### src/rtl/bram_operand_fetch_pkg.sv
// Shared definitions for the operand-fetch read path.
// Holds default widths and the fetch controller state encoding.
// No logic of its own.
package bram_operand_fetch_pkg;

    localparam int DEF_ADDR_W = 3;
    localparam int DEF_DATA_W = 32;

    typedef enum logic [1:0] {
        ST_IDLE  = 2'd0,
        ST_FETCH = 2'd1,
        ST_DRAIN = 2'd2,
        ST_DONE  = 2'd3
    } fetch_state_e;

endpackage

### src/rtl/fetch_skid_fifo.sv
// 2-entry FIFO with registered head; same-cycle push and pop keep the count unchanged.
// Latency: a pushed word is visible at the head the cycle after an empty-FIFO push.
// Backpressure: the writer throttles on count; a push into a full FIFO without a pop is dropped.
module fetch_skid_fifo #(
    parameter int W = 32
) (
    input  logic         clk,
    input  logic         rst_n,
    input  logic         push,
    input  logic [W-1:0] push_dat,
    input  logic         pop,
    output logic [W-1:0] head_dat,
    output logic         head_vld,
    output logic [1:0]   count
);

    logic [W-1:0] tail_dat;
    logic         do_push;
    logic         do_pop;

    assign do_pop   = pop && (count != 2'd0);
    assign do_push  = push && ((count != 2'd2) || do_pop);
    assign head_vld = (count != 2'd0);

    always_ff @(posedge clk or negedge rst_n) begin
        if (!rst_n) begin
            head_dat <= '0;
            tail_dat <= '0;
            count    <= 2'd0;
        end else begin
            case ({do_push, do_pop})
                2'b10: begin
                    if (count == 2'd0) head_dat <= push_dat;
                    else               tail_dat <= push_dat;
                    count <= count + 2'd1;
                end
                2'b01: begin
                    head_dat <= tail_dat;
                    count    <= count - 2'd1;
                end
                2'b11: begin
                    // Head leaves; the word behind it (or the new one) moves up.
                    if (count == 2'd1) begin
                        head_dat <= push_dat;
                    end else begin
                        head_dat <= tail_dat;
                        tail_dat <= push_dat;
                    end
                end
                default: ;
            endcase
        end
    end

endmodule

### src/rtl/bram_operand_fetch.sv
// Walks a ROM address range and streams the words out as valid/ready beats.
// Latency: first beat valid two cycles after start is sampled; one beat per cycle after that.
// Backpressure: reads are issued only while buffered + in-flight words stay below two.
module bram_operand_fetch
    import bram_operand_fetch_pkg::*;
#(
    parameter int ADDR_W = DEF_ADDR_W,
    parameter int DATA_W = DEF_DATA_W
) (
    input  logic              clk,
    input  logic              rst_n,
    input  logic              start,
    input  logic [ADDR_W-1:0] base_addr,
    input  logic [ADDR_W:0]   len,
    output logic              busy,
    output logic              done,
    output logic [ADDR_W-1:0] rom_addr,
    input  logic [DATA_W-1:0] rom_data,
    output logic [DATA_W-1:0] m_data,
    output logic              m_valid,
    input  logic              m_ready,
    output logic              m_last,
    output logic [ADDR_W:0]   m_index
);

    typedef struct packed {
        logic [DATA_W-1:0] data;
        logic              last;
        logic [ADDR_W:0]   index;
    } beat_t;

    localparam logic [ADDR_W:0]   IDX_ONE  = {{ADDR_W{1'b0}}, 1'b1};
    localparam logic [ADDR_W-1:0] ADDR_ONE = {{(ADDR_W-1){1'b0}}, 1'b1};

    fetch_state_e    state;
    logic            armed;
    logic [ADDR_W:0] len_q;
    logic [ADDR_W:0] issued;
    logic [ADDR_W:0] pend_idx;
    logic            pend;
    logic [1:0]      count;
    logic            pop;
    logic            issue;
    logic            head_vld;
    beat_t           push_beat;
    beat_t           head_beat;

    assign pop   = head_vld && m_ready;
    // Occupancy after this cycle must leave room for the word now being read.
    assign issue = (state == ST_FETCH) &&
                   (({1'b0, count} + {2'b00, pend}) < (3'd2 + {2'b00, pop}));

    assign push_beat.data  = rom_data;
    assign push_beat.last  = (pend_idx == (len_q - IDX_ONE));
    assign push_beat.index = pend_idx;

    fetch_skid_fifo #(
        .W ($bits(beat_t))
    ) u_fifo (
        .clk      (clk),
        .rst_n    (rst_n),
        .push     (pend),
        .push_dat (push_beat),
        .pop      (pop),
        .head_dat (head_beat),
        .head_vld (head_vld),
        .count    (count)
    );

    assign m_valid = head_vld;
    assign m_data  = head_beat.data;
    assign m_last  = head_beat.last;
    assign m_index = head_beat.index;

    always_ff @(posedge clk or negedge rst_n) begin
        if (!rst_n) begin
            state    <= ST_IDLE;
            armed    <= 1'b0;
            len_q    <= '0;
            issued   <= '0;
            pend_idx <= '0;
            pend     <= 1'b0;
            rom_addr <= '0;
            busy     <= 1'b0;
            done     <= 1'b0;
        end else begin
            done <= 1'b0;
            pend <= issue;
            // A start level held through reset release must not launch a burst.
            if (!start) armed <= 1'b1;
            if (issue)  pend_idx <= issued;

            case (state)
                ST_IDLE: begin
                    if (start && armed) begin
                        len_q    <= len;
                        issued   <= '0;
                        rom_addr <= base_addr;
                        if (len == '0) begin
                            state <= ST_DONE;
                            done  <= 1'b1;
                        end else begin
                            state <= ST_FETCH;
                            busy  <= 1'b1;
                        end
                    end
                end
                ST_FETCH: begin
                    if (issue) begin
                        issued <= issued + IDX_ONE;
                        if ((issued + IDX_ONE) == len_q) state <= ST_DRAIN;
                        else                              rom_addr <= rom_addr + ADDR_ONE;
                    end
                end
                ST_DRAIN: begin
                    if (!pend && ((count == 2'd0) || ((count == 2'd1) && pop))) begin
                        state <= ST_DONE;
                        busy  <= 1'b0;
                        done  <= 1'b1;
                    end
                end
                ST_DONE: state <= ST_IDLE;
                default: state <= ST_IDLE;
            endcase
        end
    end

endmodule

### config.mk
export PLATFORM = sky130hd
export DESIGN_NAME = bram_operand_fetch
export DESIGN_NICKNAME = d
export VERILOG_FILES = /design/src/rtl/bram_operand_fetch_pkg.sv /design/src/rtl/fetch_skid_fifo.sv /design/src/rtl/bram_operand_fetch.sv
export SDC_FILE = /design/constraint.sdc
export NUM_CORES = 1
export LEC_CHECK = 0
export CAP_MARGIN = 10
export CORE_MARGIN = 3
export CORE_UTILIZATION = 45
export DETAILED_ROUTE_END_ITERATION = 10
export PLACE_DENSITY = 0.71
export SETUP_SLACK_MARGIN = 0.3
export SLEW_MARGIN = 20
export SYNTH_ARGS = -nofsm -noshare
export SYNTH_HDL_FRONTEND = slang
export SYNTH_SLANG_ARGS = --single-unit
### constraint.sdc
create_clock -name clk -period 3.8 [get_ports clk]
set_input_delay 0.38 -clock clk [delete_from_list [all_inputs] [get_ports clk]]
set_output_delay 0.38 -clock clk [all_outputs]
set_load 0.02 [all_outputs]
After elaboration in Yosys (flattened, before gate mapping)
Index checks and enable logic that the tools add are counted.
W data, S select, Z words.

operators by class
  div/mod/pow operators = 0
  $lt $le $gt $ge = 1
  equal/unequal tests = 19
  bitwise operators = 0
  $mul = 0
  add/sub/neg operators = 7
  mux-type cells = 28
  reductions and logical operators = 26
  shift operators = 0

operator list
  cell                   number
  $mux W37               4
  $pmux W37 S3           1
  $pmux W37 S2           1
  $ne A2 B2 Y1 const B   9
  $reduce_and A4 Y1      3
  $mux W2                5
  $reduce_bool A2 Y1     5
  $mux W3                3
  $eq A2 B2 Y1 const B   4
  $eq A4 B4 Y1           2
  $mux W4                2
  $pmux W2 S4            1
  $pmux W4 S2            1
  $logic_and A1 B1 Y1    7
  $eq A2 B1 Y1 const B   3
  $mux W1                6
  $pmux W3 S2            1
  $reduce_and A3 Y1      2
  $add A4 B1 Y4 const B  1
  $logic_not A2 Y1       2
  $logic_not A4 Y1       1
  $pmux W1 S2            2
  $pmux W2 S2            1
  $reduce_and A2 Y1      2
  11 further kinds       12

word-level totals
  output and inout port bits = 43
  logic and storage cells = 93
  RAM bits = 0
  bits in latches = 0
  register bits = 97
  bits of input ports = 43
  ROM bits = 0
  memories kept = 0

Longest topological paths before layout
Gate-level depths: netlist (run 1).

  depth in word-level cells = 8
  depth in mapped cells = 10
  depth with buffers taken out = 8

Cells and area by module
Synthesis (run 1) repeated with hierarchy kept, for this count alone.

second synthesis, totals
  cells, all modules = 432
  area total of the unflattened synthesis = 4815.9 µm²

modules (own cells, without submodules)
  module              seq. area each (µm²)  area each (µm²)  cells an instance  instances
  fetch_skid_fifo     1901.8                3574.7           314                1
  bram_operand_fetch  525.5                 1241.2           118                1

Worst setup path before layout (run 1)
Ideal clock, no wire load.

  path kind = reg-to-reg
  start point = register u_fifo.count[0]
  end point = register state[1]
  arrival = 1.918 ns
  path buffers = 0
  library setup time = 0.125 ns
  data required time = 3.675 ns
  cell stages (with the launch flop) = 8
  slack = 1.757 ns
  period minus slack after synthesis = 2.043 ns
  cell sequence = dfrtp_1 -> inv_1 -> ha_1 -> or3b_1 -> a21o_1 -> o31ai_2 -> nand3_2 -> mux2_4

between the ends
  cells in the longest elaborated chain, start to end = 7
  elaborated cells between the ends (all ways) = 14
  those cells by class = 2 x add/sub; 1 x order compare; 3 x eq/ne; 8 x reduce/logical

RTL lines
  item                                                  line                                                 RTL
  from (decl)                                           fetch_skid_fifo.sv:14                                output logic [1:0] count
  from (signal assigned)                                fetch_skid_fifo.sv:35                                count <= count + 2'd1;
  from (signal assigned)                                fetch_skid_fifo.sv:39                                count <= count - 2'd1;
  $reduce_bool A2 Y1                                    fetch_skid_fifo.sv:23                                assign head_vld = (count != 2'd0);
  $logic_and A1 B1 Y1                                   bram_operand_fetch.sv:48                             assign pop = head_vld && m_ready;
  $add A2 B1 Y3 or $logic_and A1 B1 Y1 (tied branches)  bram_operand_fetch.sv:51, bram_operand_fetch.sv:116
  $lt A3 B3 Y1 or $logic_or A1 B1 Y1 (tied branches)    bram_operand_fetch.sv:51, bram_operand_fetch.sv:116
  $logic_and A1 B1 Y1 (on tied branches)                bram_operand_fetch.sv:50, bram_operand_fetch.sv:116
  $ne A2 B2 Y1 (no line)                                n/a
  $reduce_and A4 Y1 (no line) (*)                       n/a
  to (signal assigned)                                  bram_operand_fetch.sv:77                             state <= ST_IDLE;
  to (signal assigned)                                  bram_operand_fetch.sv:100                            state <= ST_DONE;
  to (signal assigned)                                  bram_operand_fetch.sv:103                            state <= ST_FETCH;
  to (decl)                                             bram_operand_fetch.sv:35                             fetch_state_e state;

Mark *: on every way between the ends. The rest lies on a longest branch, timed or not.
A chain may end at the register's enable or synchronous reset.

Final worst setup path (run 1)
  start point = register u_fifo.count[1]
  end point = register u_fifo.head_dat[21]

between the ends
  cells in the longest elaborated chain, start to end = 8
  elaborated cells between the ends (all ways) = 16
  those cells by class = 6 x eq/ne; 2 x mux; 8 x reduce/logical

RTL lines
  item                                                          line                                          RTL
  $reduce_bool A2 Y1                                            fetch_skid_fifo.sv:21, fetch_skid_fifo.sv:23
  $logic_and A1 B1 Y1                                           bram_operand_fetch.sv:48
  $logic_and A1 B1 Y1                                           fetch_skid_fifo.sv:21                         assign do_pop = pop && (count != 2'd0);
  $logic_or A1 B1 Y1                                            fetch_skid_fifo.sv:22                         assign do_push = push && ((count != 2'd2) || do_pop);
  $logic_and A1 B1 Y1                                           fetch_skid_fifo.sv:22
  $eq A2 B2 Y1 or $eq A2 B1 Y1 (tied branches)                  fetch_skid_fifo.sv:31                         case ({do_push, do_pop})
  $ne A2 B2 Y1 (no line) or $reduce_bool A3 Y1 (tied branches)  n/a
  $reduce_and A2 Y1 (no line)                                   n/a
  to (signal assigned)                                          fetch_skid_fifo.sv:33                         if (count == 2'd0) head_dat <= push_dat;
  to (signal assigned)                                          fetch_skid_fifo.sv:38                         head_dat <= tail_dat;
  to (signal assigned)                                          fetch_skid_fifo.sv:44                         head_dat <= push_dat;
  to (decl)                                                     fetch_skid_fifo.sv:12                         output logic [W-1:0] head_dat,

Parallel ways exist; a longest one is shown, timed or not.

==> reports/metrics.cfg, run 1 <==
[power_and_ir_drop]
peakVddDrop_mv=0.381
netSwitchingPower_mw=1.91
power.density_nw_per_um2=898
seq_power_share=0.363
clkPwrFrac=0.157
p_leak_nw=2.58
swShare=0.372
pwr-share-comb=0.480
p_int_mw=3.22

[cts]
cts_made_buffers=9
htreeDepth=3
clk_latency_ns=0.35
cts_setup_buffers=0
cts_root_buffer=clkbuf_8
path_clk_slew_ns=0.10
cts_tree=built
clock-sinks=97
cts_buffer_depth=2
cts_hold_buf=0
post_cts_resized=0

[grt]
grt_overflow=0
grt_pass1_vias=3062
grt_first_pass_wirelength_mm=15.2
grt_use_total=0.166
antenna_found_initial=0
grt_max_degree=78

[timing]
period_share=0.674
rsz0062_at_grt=false
finClkSkew_ns=0.0129
relSlewSlack=0.334
fin_setup_tns_ns=0
tightest_slew_ns=0.997
setup_viol=0
fmax_mhz=390
drv_slew=0
finalCriticalPeriod_ns=2.56
hold_viol_final=0
worst_slack_ns=1.24

[critical_path]
crit-reg2reg-launch=u_fifo.count[1]
crit_fanout=29
end_kind=register
slowest_stage=a21o_2
reg2reg_to=u_fifo.head_dat[21]
cp-start-kind=register
slowest_delay_ns=0.72
cp.required_ns=4.02
worstPathArrival_ns=2.78
cp_num_buf_inv=3
crit_family=compound AO/OA/AOI/OAI gates
rr_worst_depth=8
worstSetupPathType=register to register
cp_common_cell=inv_1
reg2reg_slack_ns=1.24
path_cells=inv_1, ha_1, inv_1, nand2_1, a21o_2, buf_4, mux2i_1, a21oi_1
startpoint=u_fifo.count[1]

[route]
vias=3088
detail_route.wirelength_mm=8.87
drt_first_pass_iters=5
drc=0
drtIter0Drc=142
wl_per_cell_um=14.7
antenna_left=0
vias_per_cell=5.10

[final_layout]
layout_common_cells=dfrtp_1, clkdlybuf4s50_1, a21oi_1
layout.nets=525
diodes=0
num-fill-cells=811
area_growth_pct=26.9
multi_input_area_sq_um=1970
final-seq-area_sq_um=2430
drive_gt1_frac=0.151
layout.cells.most_common=dfrtp_1
final_cell_area_sq_um=5710

[synthesis]
avgSynthCellArea_sq_um=11.5
ys_types=39
synth_flop_cell=dfrtp_1
syn_area_sq_um=4500
synth_cells=391
yosysWarnings=0
syn_nets=445
ys_seq_area_frac=0.539
synth-seq-cells=97
async_flop_share=1.00
synth_edf_count=0

[floorplan]
start_util=0.476
dieArea_sq_um=11200
dieWidth_um=106
core_area_sq_um=9460
rows=35
die_y_um=106
io_pins=86

[placement]
dpl_cell_area_sq_um=5460
io_buffers=85
gp_congestion=0.783
dp_slack_ns=1.11
place_hpwl_mm=6.15

[hold_path]
min_path_type=input port to async pin

[status]
status=complete, no violations

[run]
drv_cap=0

## kinds of logic (layout without fill, tap and decap cells)
group,count (synthesis),after routing,share of synthesized area
XOR/XNOR,13,13,0.0284
AND/OR/NAND/NOR,87,87,0.0842
AO/OA/AOI/OAI,73,73,0.0970
multiplexers,81,81,0.193
buffers and inverters,29,114,0.0281
adder cells (fa/ha/maj),11,11,0.0306
flip-flops,97,97,0.539
## metrics by stage
stage / util / total power, mW / hold WS (ns) / std cells
after floorplan: - / 3.51 / 0.0844 / 391
after CTS: 0.604 / 5.19 / 0.198 / 605
after detailed placement: 0.578 / 4.37 / 0.492 / 589
final: 0.604 / 5.13 / 0.150 / 605
after global routing: 0.604 / 5.51 / 0.211 / 605
after global placement: 0.578 / 4.28 / 0.487 / 589
## cell usage after synthesis, types with 2 or more instances
library cell	number	share of area
nor4_1	2	0.0028
o311a_1	2	0.0044
xor2_1	3	0.0058
mux2i_1	39	0.087
nand3_2	2	0.0044
buf_2	8	0.0089
a21oi_1	46	0.051
ha_1	11	0.031
nand2b_1	4	0.0056
nor2_1	43	0.036
a21o_1	2	0.0033
inv_1	9	0.0075
nand3_1	5	0.0056
a22o_1	3	0.0058
nand2_1	23	0.019
a211o_1	2	0.0039
nor3_1	4	0.0044
clkbuf_1	9	0.0075
mux2_2	41	0.10
dfrtp_1	97	0.54
xnor2_1	9	0.018
o21ai_0	10	0.011
## flip-flops by register name (all words and copies together), names as in the netlist, 2 cells and up
signal           flops
issued               4
len_q                4
pend_idx             4
rom_addr             3
state                2
u_fifo.count         2
u_fifo.head_dat     37
u_fifo.tail_dat     37
## area by class of cell
cell class | instances | area share
Tap cell | 129 | 0.0283
Multi-Input combinational cell | 265 | 0.344
Timing Repair Buffer | 88 | 0.152
Clock buffer | 10 | 0.0241
Inverter | 10 | 0.00657
Sequential cell | 97 | 0.425
Clock inverter | 6 | 0.0197
## routing by layer
layer	GRT usage	share of wire
met4	0.0305	0.0033
met5	0	0
met2	0.277	0.49
met3	0.0480	0.049
met1	0.219	0.46
## power groups by stage
stage	combinational [mW]	sequential [mW]	clock (mW)
finish	2.46	1.86	0.806
global route	2.69	1.94	0.875
CTS	2.49	1.87	0.826
detailed placement	2.48	1.89	0
global placement	2.41	1.87	0
floorplan	1.43	2.09	0
## worst max-delay path by stage
stage	to	cells past startpoint
after floorplan	state[1]	7
after global placement	u_fifo.tail_dat[4]	4
after detailed placement	u_fifo.tail_dat[6]	4
after CTS	u_fifo.head_dat[21]	8
after global routing	u_fifo.head_dat[21]	8
final	u_fifo.head_dat[21]	8
(Power assumes the default switching activity.)
==> run 2: changes to the inputs <==
==> constraint.sdc (replaced) <==
create_clock -name clk -period 2.55 [get_ports clk]
set_input_delay 0.255 -clock clk [delete_from_list [all_inputs] [get_ports clk]]
set_output_delay 0.255 -clock clk [all_outputs]
set_load 0.02 [all_outputs]
==> reports/metrics.cfg, run 2 (synthesis gave the netlist of run 1 again) <==
[final_layout]
reg_top3=u_fifo.head_dat: 37 flops, u_fifo.tail_dat: 37 flops
drive_gt1_frac=0.166  ; +0.0147
final_cell_area_sq_um=5770  ; +1.0%
diodes=0  ; unchanged
fin_cells=611  ; +0.99%
layout.nets=531  ; +1.1%
layout.cells.most_common=dfrtp_1
layout_common_cells=dfrtp_1, clkdlybuf4s50_1, a21oi_1
area_growth_pct=28.2

[floorplan]
dieArea_sq_um=11200  ; unchanged
dieWidth_um=106  ; unchanged
io_pins=86  ; unchanged
start_util=0.476  ; unchanged
rows=35  ; unchanged
die_y_um=106  ; unchanged
core_area_sq_um=9460  ; unchanged

[placement]
gp_congestion=0.794  ; +1.4%
place_hpwl_mm=6.23  ; +1.4%
dpl_cell_area_sq_um=5520  ; +1.1%
dp.cells=590  ; +0.17%
io_buffers=85  ; unchanged

[grt]
met2_usage=0.272  ; -0.00455
top_usage_layer=met2
grt_overflow=0  ; unchanged
grt_first_pass_wirelength_mm=15.0  ; -1.2%
gr-usage-met3=0.0304  ; -0.0176
grt_max_degree=75  ; -3.8%
grt_use_total=0.165  ; -0.00166
grt_pass1_vias=3073  ; +0.36%
met1_usage=0.219  ; +0.000298
antenna_found_initial=0  ; unchanged

[timing]
fmax_mhz=465  ; +19%
hold_viol_final=0  ; unchanged
fin_hold_ws_ns=0.439  ; +0.288 ns
period_share=0.844  ; +0.170
drv_slew=0  ; unchanged
setup_viol=0  ; unchanged
finClkSkew_ns=0.00815  ; -0.00470 ns
fin_setup_tns_ns=0  ; unchanged
relSlewSlack=0.583  ; +0.249
finalCriticalPeriod_ns=2.15  ; -0.409 ns
rsz0062_at_grt=false
tightest_slew_ns=0.625  ; -0.372 ns

[route]
vias=3182  ; +3.0%
wl_per_cell_um=15.1  ; +3.0%
detail_route.wirelength_mm=9.23  ; +4.1%
drt_first_pass_iters=6  ; +1
drc=0  ; unchanged
antenna_left=0  ; unchanged
vias_per_cell=5.21  ; +2.0%
drtIter0Drc=123  ; -13%

[power_and_ir_drop]
power.density_nw_per_um2=1310  ; +46%
peakVddDrop_mv=0.555  ; +46%
p_leak_nw=2.59  ; +0.25%

[cts]
cts_buffer_depth=2  ; unchanged
clock-sinks=97  ; unchanged
cts_made_buffers=9  ; unchanged
htreeDepth=3  ; unchanged
clk_latency_ns=0.35  ; about the same
cts_root_buffer=clkbuf_8
cts_tree=built
path_clk_slew_ns=0.10  ; about the same

[critical_path]
cp-start-kind=register
reg2reg_slack_ns=0.40  ; -0.84 ns
slowest_delay_ns=0.43  ; -0.29 ns
slowest_stage=dfrtp_1
worstPathArrival_ns=2.40  ; -0.38 ns
end_kind=register
worstSetupPathType=register to register
path_cells=inv_1, ha_1, or3b_1, a21o_1, o31ai_2, nand3_2, mux2_4
cp.required_ns=2.80  ; -1.22 ns
crit_fanout=4  ; -86%

[hold_path]
min_path_type=input port to async pin

[status]
status=complete, no violations

[run]
drv_cap=0  ; unchanged

run 2: through the flow:
stage	worst slack, ns	total power [mW]	util
floorplan	0.507	5.24	-
finish	0.398	7.59	0.610
detailed placement	0.296	6.56	0.584
global route	0.301	8.09	0.610
global placement	0.316	6.44	0.584
CTS	0.308	7.57	0.605
run 2: worst paths after layout:
check                      cells after the start          startpoint             endpoint
setup reg to reg                               7     u_fifo.count[0]             state[1]
max in group asynchronous                      3               rst_n  u_fifo.tail_dat[22]
hold reg to reg                                1  u_fifo.tail_dat[9]   u_fifo.tail_dat[9]
setup / recovery                               7     u_fifo.count[0]             state[1]
hold / removal                                 2               rst_n  u_fifo.tail_dat[31]
min in group clk                               1  u_fifo.tail_dat[9]   u_fifo.tail_dat[9]
run 2: worst max-delay path, delay by kind of cell, from the launching register on:
family,cells,cell delay [ns]
fa+ha+maj,1,0.24
simple gates,2,0.55
mux,1,0.31
buf+inv,1,0.09
compound gates,2,0.42
flops,1,0.43
run 2: cell type report:
cell class | count | area, sq um
Inverter | 10 | 41.3
Clock inverter | 6 | 67.6
Fill cell | 810 | 3690
Multi-Input combinational cell | 265 | 1980
Sequential cell | 97 | 2430
Timing Repair inverter | 1 | 5.00
Tap cell | 129 | 161
Timing Repair Buffer | 93 | 961
Clock buffer | 10 | 128
run 2: where the power goes:
group | internal (mW) | total [mW] | switching (mW) | leakage (nW)
Sequential | 2.29 | 2.77 | 0.481 | 1.15
Combinational | 1.92 | 3.81 | 1.89 | 1.35
Clock | 0.458 | 1.00 | 0.544 | 0.0929
Total | 4.67 | 7.59 | 2.92 | 2.59
run 2: repair_timing:
item,CTS,global route
hold buffers,1,0
setup buffers,0,3
setup endpoints to repair,0,18
hold endpoints to repair,46,0
resized for setup,0,5
run 2: metal layers:
layer  vias up  share of wire
li1       1541              -
met1      1557           0.45
met2        75           0.49
met3         9          0.046
met4         0          0.012
met5         -              0
==> run 3: changes to the inputs <==
--- a/config.mk
+++ b/config.mk
@@ -9,7 +9,7 @@
 export CORE_MARGIN = 3
 export CORE_UTILIZATION = 45
 export DETAILED_ROUTE_END_ITERATION = 10
-export PLACE_DENSITY = 0.71
+export PLACE_DENSITY = 0.73
 export SETUP_SLACK_MARGIN = 0.3
 export SLEW_MARGIN = 20
 export SYNTH_ARGS = -nofsm -noshare
==> constraint.sdc (replaced) <==
create_clock -name clk -period 1.8 [get_ports clk]
set_input_delay 0.18 -clock clk [delete_from_list [all_inputs] [get_ports clk]]
set_output_delay 0.18 -clock clk [all_outputs]
set_load 0.02 [all_outputs]
==> reports/metrics.cfg, run 3 (synthesis gave the netlist of run 1 again) <==
[cts]
path_clk_slew_ns=0.10  ; about the same
cts_made_buffers=9  ; unchanged
clock-sinks=97  ; unchanged
clk_latency_ns=0.36  ; about the same
htreeDepth=3  ; unchanged
cts_root_buffer=clkbuf_8
cts_tree=built
cts_buffer_depth=2  ; unchanged

[final_layout]
num-fill-cells=700  ; -14%
area_growth_pct=45.1
reg_top3=u_fifo.head_dat: 37 flops, u_fifo.tail_dat: 37 flops
multi_input_area_sq_um=2120  ; +7.4%
layout.nets=577  ; +8.7%
layout_common_cells=dfrtp_1, nor2_1
drive_gt1_frac=0.278  ; +0.112
layout.cells.most_common=dfrtp_1
diodes=0  ; unchanged
final-seq-area_sq_um=2430  ; about the same
fin_cells=657  ; +7.5%

[critical_path]
cp.required_ns=2.09  ; -0.71 ns
worstSetupPathType=register to register
crit_fanout=4  ; unchanged
end_kind=register
worstPathArrival_ns=2.29  ; -0.11 ns
rr_worst_depth=6  ; -1
cp-start-kind=register

[timing]
worst_slack_ns=-0.209  ; -0.607 ns
drv_slew=0  ; unchanged
finClkSkew_ns=0.00783  ; -0.000313 ns
tightest_slew_ns=0.582  ; -0.0425 ns
finalCriticalPeriod_ns=2.01  ; -0.143 ns
setup_viol=51  ; +51
rsz0062_at_grt=true
relSlewSlack=0.612  ; +0.0283
hold_viol_final=0  ; unchanged
fmax_mhz=498  ; +7.1%
period_share=1.12  ; +0.272

[placement]
place_hpwl_mm=6.67  ; +7.0%
gp_congestion=0.789  ; -0.63%
dp.cells=618  ; +4.7%
io_buffers=85  ; unchanged
dp_slack_ns=-0.199  ; -0.495 ns

[grt]
grt_overflow=0  ; unchanged
grt_use_total=0.201  ; +0.0361
grt_first_pass_wirelength_mm=17.8  ; +18%
grt_pass1_vias=3453  ; +12%
antenna_found_initial=0  ; unchanged
grt_max_degree=42  ; -44%

[run]
drv_cap=0  ; unchanged

[route]
antenna_left=0  ; unchanged
drt_first_pass_iters=4  ; -2
drc=0  ; unchanged
drtIter0Drc=145  ; +18%
detail_route.wirelength_mm=11.2  ; +21%
vias_per_cell=5.21  ; about the same
wl_per_cell_um=17.0  ; +13%
vias=3421  ; +7.5%

[floorplan]
rows=35  ; unchanged
dieWidth_um=106  ; unchanged
die_y_um=106  ; unchanged
start_util=0.476  ; unchanged
io_pins=86  ; unchanged
dieArea_sq_um=11200  ; unchanged
core_area_sq_um=9460  ; unchanged

[status]
failed_checks=setup timing
status=finished, violations left

[power_and_ir_drop]
power.density_nw_per_um2=1870  ; +42%
total_power_mw=12.2  ; +61%
p_leak_nw=3.04  ; +18%
peakVddDrop_mv=0.967  ; +74%

[hold_path]
min_path_type=input port to async pin

run 3: cell types whose count changed in the layout (fill, tap and decap cells not counted), moves of 4 or more:
cell / delta
a21oi_1: -4
buf_12: +5
buf_16: +6
buf_4: +26
buf_6: +7
bufbuf_16: +4
clkdlybuf4s50_1: -43
dlygate4sd2_1: +41
ha_1: -4
nand2_1: -5
nand2_2: +4
run 3: final timing paths:
| path | to | slack [ns] | from |
|---|---|---|---|
| worst min-delay path | u_fifo.tail_dat[30] | 0.35 | rst_n |
| min in group clk | len_q[0] | 0.45 | len[0] |
| worst max register to register | issued[2] | -0.21 | u_fifo.count[0] |
| max in group asynchronous | u_fifo.head_dat[23] | 0.86 | rst_n |
| worst min register to register | u_fifo.tail_dat[36] | 0.51 | u_fifo.tail_dat[36] |
| worst max-delay path | issued[2] | -0.21 | u_fifo.count[0] |
run 3: through the flow:
step | util | hold slack [ns] | area [sq um] | setup TNS [ns]
2_1_floorplan | - | -0.116 | 4540 | -0.946
3_3_place_gp | 0.610 | 0.213 | 5770 | -0.685
3_5_place_dp | 0.610 | 0.216 | 5770 | -1.21
4_1_cts | 0.673 | 0.349 | 6370 | -2.65
5_1_grt | 0.691 | 0.381 | 6530 | -8.68
6_report | 0.691 | 0.352 | 6530 | -3.76
run 3: layout make-up:
| type | count | share of cell area |
|---|---|---|
| clock inverters | 6 | 0.0115 |
| multi-input cells | 265 | 0.325 |
| well taps | 129 | 0.0247 |
| repair buffers | 140 | 0.241 |
| inverters | 10 | 0.00690 |
| clock buffers | 10 | 0.0195 |
| flip-flops and latches | 97 | 0.372 |
run 3: what timing repair did:
item,in CTS,in global routing
endpoints found under the setup margin,137,97
pin swaps,9,17
setup buffers,7,5
hold buffers,1,0
endpoints found under the hold margin,39,0
gates cloned,10,0
gates resized for setup,62,32
run 3: critical path, cell delays in order (launching register included):
cell	delay (ns)
dfrtp_1	0.42
ha_1	0.30
or3b_4	0.39
a211o_4	0.40
a21oi_2	0.18
nand2b_1	0.09
a31oi_1	0.16
run 3: per-layer routing:
metal,track usage,wire length (um)
met3,0.0419,441
met2,0.355,5780
met5,0,0
met4,0.0416,75
met1,0.255,4890
run 3: report_power, final:
| part | switching (mW) | total (mW) | leakage, nW | internal (mW) |
|---|---|---|---|---|
| clock network | 0.804 | 1.47 | 0.0994 | 0.666 |
| registers | 0.650 | 3.90 | 1.15 | 3.24 |
| logic | 3.25 | 6.85 | 1.80 | 3.60 |
| total | 4.71 | 12.2 | 3.04 | 7.51 |
